--- src/rtl/uart_byte_receiver.sv ---
// uart_byte_receiver: 8N1 UART receiver with a one-byte holding register,
// valid/ready hand-off, and single-cycle framing_error / overrun pulses.
module uart_byte_receiver #(
   parameter int CLOCKS_PER_BIT = 868
) (
   input  logic       clock,
   input  logic       reset,
   input  logic       uart_receive,
   output logic [7:0] data,
   output logic       data_valid,
   input  logic       data_ready,
   output logic       framing_error,
   output logic       overrun
);

   localparam int CW = $clog2(CLOCKS_PER_BIT);
   // start bit is re-checked at its midpoint; data/stop bits one full bit later
   localparam logic [CW-1:0] HALF_LAST = CW'(CLOCKS_PER_BIT / 2 - 1);
   localparam logic [CW-1:0] BIT_LAST  = CW'(CLOCKS_PER_BIT - 1);

   typedef enum logic [2:0] {IDLE, START, DATA, STOP, BREAK} state_t;

   state_t          state, state_next;
   logic [1:0]      sync_q;
   logic            rx;
   logic [CW-1:0]   count;
   logic [2:0]      bit_idx;
   logic [7:0]      shift_q;
   logic            sample;
   logic            stop_good;
   logic            stop_bad;
   logic            load;
   logic            drop;

   // two-flop synchronizer; resets to the idle-high line level
   always_ff @(posedge clock or posedge reset) begin
      if (reset) sync_q <= 2'b11;
      else       sync_q <= {sync_q[0], uart_receive};
   end

   assign rx = sync_q[1];

   // FSM state register
   always_ff @(posedge clock or posedge reset) begin
      if (reset) state <= IDLE;
      else       state <= state_next;
   end

   // FSM next-state: glitchy starts fall back to IDLE, bad stops park in BREAK
   always_comb begin
      state_next = state;
      case (state)
         IDLE:    if (!rx) state_next = START;
         START:   if (count == HALF_LAST) state_next = rx ? IDLE : DATA;
         DATA:    if (count == BIT_LAST && bit_idx == 3'd7) state_next = STOP;
         STOP:    if (count == BIT_LAST) state_next = rx ? IDLE : BREAK;
         BREAK:   if (rx) state_next = IDLE;
         default: state_next = IDLE;
      endcase
   end

   // FSM outputs: sample strobe and stop-bit outcome decode
   always_comb begin
      sample = 1'b0;
      case (state)
         START:      sample = (count == HALF_LAST);
         DATA, STOP: sample = (count == BIT_LAST);
         default:    sample = 1'b0;
      endcase
      stop_good = (state == STOP) && sample && rx;
      stop_bad  = (state == STOP) && sample && !rx;
      // a slot frees up in the same cycle the consumer drains it
      load      = stop_good && (!data_valid || data_ready);
      drop      = stop_good && !load;
   end

   // bit timing counter, bit index and LSB-first shift register
   always_ff @(posedge clock or posedge reset) begin
      if (reset) begin
         count   <= '0;
         bit_idx <= 3'd0;
         shift_q <= 8'h00;
      end else begin
         if (sample || state_next != state || state == IDLE || state == BREAK)
            count <= '0;
         else
            count <= count + CW'(1);
         if (state == START && sample)
            bit_idx <= 3'd0;
         if (state == DATA && sample) begin
            shift_q <= {rx, shift_q[7:1]};
            bit_idx <= bit_idx + 3'd1;
         end
      end
   end

   // holding register, valid/ready hand-off and status pulses
   always_ff @(posedge clock or posedge reset) begin
      if (reset) begin
         data          <= 8'h00;
         data_valid    <= 1'b0;
         framing_error <= 1'b0;
         overrun       <= 1'b0;
      end else begin
         framing_error <= stop_bad;
         overrun       <= drop;
         if (load) begin
            data       <= shift_q;
            data_valid <= 1'b1;
         end else if (data_valid && data_ready) begin
            data_valid <= 1'b0;
         end
      end
   end

endmodule

--- config.mk ---
export PLATFORM = sky130hd
export DESIGN_NAME = uart_byte_receiver
export DESIGN_NICKNAME = d
export VERILOG_FILES = /design/src/rtl/uart_byte_receiver.sv
export SDC_FILE = /design/constraint.sdc
export NUM_CORES = 1
export LEC_CHECK = 0
export BUFFER_PORTS_ARGS = -buffer_cell sky130_fd_sc_hd__buf_2
export CAP_MARGIN = 20
export CORE_MARGIN = 2
export CORE_UTILIZATION = 27
export CTS_CLUSTER_DIAMETER = 30
export DETAILED_ROUTE_END_ITERATION = 6
export PLACE_DENSITY_LB_ADDON = 0.08
export SLEW_MARGIN = 40
export SYNTH_ARGS = -nofsm -noshare
export SYNTH_HDL_FRONTEND = slang
export SYNTH_SLANG_ARGS = --single-unit
--- constraint.sdc ---
create_clock -name clock -period 2.7 [get_ports clock]
set_clock_uncertainty 0.15 [all_clocks]
set_input_delay 0 -clock clock [delete_from_list [all_inputs] [get_ports clock]]
set_output_delay 0 -clock clock [all_outputs]
set_load 0.01 [all_outputs]
==> results.toml <==
[layout]
final_core_utilization_pct = 33.2
area_growth_pct = 18.8
num_antenna_cells = 0
nFillCells = 601
design.final.nets = 161
stdcell_count = 229
drive_above_1_share_pct = 35.7

[route]
dr.first_iter.drc_count = 50
detailed_route_via_count = 1027
wl_um = 2980
dr.pass1.iters = 4
avgViaCountPerCell = 4.48
drcViolationCount = 0
avgRoutedWirePerCell_um = 13.0
antenna_left = 0

[synth]
netlist_instances = 129
synth-seq-area-share_pct = 56.5
post_synth_most_frequent_cells = "35 x sky130_fd_sc_hd__dfrtp_1, 17 x sky130_fd_sc_hd__mux2_2, 17 x sky130_fd_sc_hd__nor2_1"
synth-warning-count = 0
synth.avg_cell_area_um2 = 12.7
synth_top_area_share_pct = 53.3
most_common_cell_in_the_netlist = "sky130_fd_sc_hd__dfrtp_1"
synth_edf_count = 0
synth_cell_types = 34
ys_async_sr_fraction_pct = 100
post-synth-top-area-cell = "sky130_fd_sc_hd__dfrtp_1"
synth_flop_cell = "sky130_fd_sc_hd__dfrtp_1"
mappedNetlistArea_mm2 = 0.00164
synth.net_count = 137
synth_seq_cells = 37
synth_area_leaders = "sky130_fd_sc_hd__dfrtp_1 53%, sky130_fd_sc_hd__mux2_2 12%, sky130_fd_sc_hd__nor2_1 3.9%"

[die]
initial_util_pct = 27.9
vertical_die_dimension_um = 82.0
num_io_pins = 15
fp-row-count = 28
die_width_um = 82.0
dieArea_mm2 = 0.00673
design.core.area_mm2 = 0.00589

[placed_design]
numPortBuffers = 14
place_worst_setup_slack_ps = 290
place_hpwl_um = 2130
gp_routability_congestion = 0.731
place_inst = 218

[sta]
rsz0062_at_grt = "false"
fmaxAchievable_mhz = 414
timing.final.max_slew_violations = 0
post-route-period-util_pct = 89.5
actual_transition_at_the_worst_max_transition_pin_ps = 577
fin_ws_ps = 285
maxSlewHeadroom_pct = 61.5
timing.final.setup_violations = 0
number_of_hold_slack_violations_in_the_final_timing_report = 0
min_period_ps = 2420
timing.setup.tns_ps = 0

[worst_setup_path]
worstPathArrival_ps = 2430
slowest_delay_ps = 570
worstPathBufferInverterCount = 0
critical_path.startpoint_type = "flop"
critPathMaxFanout = 11
setup.worst_path.end_class = "flop"
slowest_stage = "sky130_fd_sc_hd__nor3b_4"
worst-endpoint-required_ps = 2720
crit_chain = "ha_1, nand4bb_2, nor3_4, nor3b_4, mux2_2"
timing_worst_setup_path_type = "flop to flop"
critical-path-top-delay-family = "simple AND/OR/NAND/NOR gates"

[clocking]
post-cts-setup-buffers = 0
cts-htree-levels = 2
clock_buffer_count_from_cts = 5
worst_setup_hold_path_clk_slew_ps = 70
worstSkewPairLatency_ps = 280
clock_tree.root_cell = "sky130_fd_sc_hd__clkbuf_8"
cts_tree = "built"
clkSinkCount = 37
cts-root-to-sink-buffers = 2

[power]
total_power_w = 0.00107
irDropWorstVdd_v = 0.000220
power_density_mw_per_mm2 = 549
total_leakage_power_nw = 0.999

[global_routing]
grt_use_total_pct = 10.4
grt_antenna_before_repair = 0
grt-ovfl-total = 0
grt_pass1_wl_um = 5150
first_global_vias = 1053
grt_max_degree = 22

[status]
result_of_the_run = "completed"

[run]
timing.max_cap.violations = 0

[worst_hold_path]
hold_path_class = "input port to async pin"
## flip-flops by register name, summed over array words and instances (netlist names)
signal         count
state              3
overrun            1
shift_q            8
bit_idx            3
framing_error      1
data_valid         1
count             10
sync_q             2
data               8
## path summary, 6_finish.rpt
| check | startpoint | to | slack (ps) | cells after the start |
|---|---|---|---|---|
| setup / recovery | count[0]$_DFF_PP0_ | shift_q[0]$_DFFE_PP0P_ | 280 | 5 |
| hold / removal | reset | data[0]$_DFFE_PP0P_ | 110 | 3 |
| setup reg to reg | count[0]$_DFF_PP0_ | shift_q[0]$_DFFE_PP0P_ | 280 | 5 |
| hold reg to reg | sync_q[0]$_DFF_PP1_ | sync_q[1]$_DFF_PP1_ | 210 | 0 |
| max in group asynchronous | reset | count[3]$_DFF_PP0_ | 1700 | 4 |
| min in group clock | sync_q[0]$_DFF_PP1_ | sync_q[1]$_DFF_PP1_ | 210 | 0 |
## power breakdown
part	switching (W)	internal, W	total [W]
Clock	0.000194	0.000301	0.000496
Sequential	0.00000156	0.000557	0.000558
Combinational	0.0000121	0.00000605	0.0000182
## layer usage
metal	GRT usage, %	vias to the layer above	wire [um]	share of wire [%]
met5	0	-	0	0
met4	4.50	0	21	0.70
met3	2.97	2	80	2.7
met2	15.5	9	1340	45
li1	-	508	-	-
met1	14.0	508	1540	52
## area by class of cell
cell class / instances / area [um2] / area share [%]
Inverter: 2 / 7.51 / 0.384
Clock inverter: 1 / 30.0 / 1.54
Multi-Input combinational cell: 88 / 692 / 35.4
Clock buffer: 7 / 86.3 / 4.42
Tap cell: 75 / 93.8 / 4.80
Sequential cell: 37 / 928 / 47.5
Timing Repair Buffer: 19 / 115 / 5.89
## placed cells by master, fill, tap and decap left out, drive strengths merged, types with 4 or more instances in the layout
master / instances
buf: 16
nand2: 8
mux2: 17
ha: 4
nor2: 17
xor2: 5
clkbuf: 7
nand4: 5
dfrtp: 35
## stage by stage
stage	hold slack (ps)	instance area, um2
after CTS	203	1950
final	109	1950
after global placement	-41.6	1810
after floorplan	-146	1640
after global routing	135	1950
after detailed placement	-35.8	1810
## tightest hold or removal path, stage by stage
cell and delay, ps:
sky130_fd_sc_hd__dlygate4sd3_1 520, sky130_fd_sc_hd__buf_2 120, sky130_fd_sc_hd__inv_2 320
## logic make-up after synthesis
logic type | after synthesis | synth area share (%)
buffers and inverters | 4 | 1.45
AND/OR/NAND/NOR | 49 | 18.1
multiplexers | 17 | 11.6
flip-flops | 37 | 56.5
AO/OA/AOI/OAI | 10 | 5.02
XOR/XNOR | 8 | 4.26
adder cells (fa/ha/maj) | 4 | 3.04
## what timing repair did
action / in CTS / in global routing
hold endpoints to repair: 21 / 0
hold buffers: 3 / 0
resized for setup: 0 / 0
setup endpoints to repair: 0 / 0
Note: power is estimated with default switching activity, not from simulation.
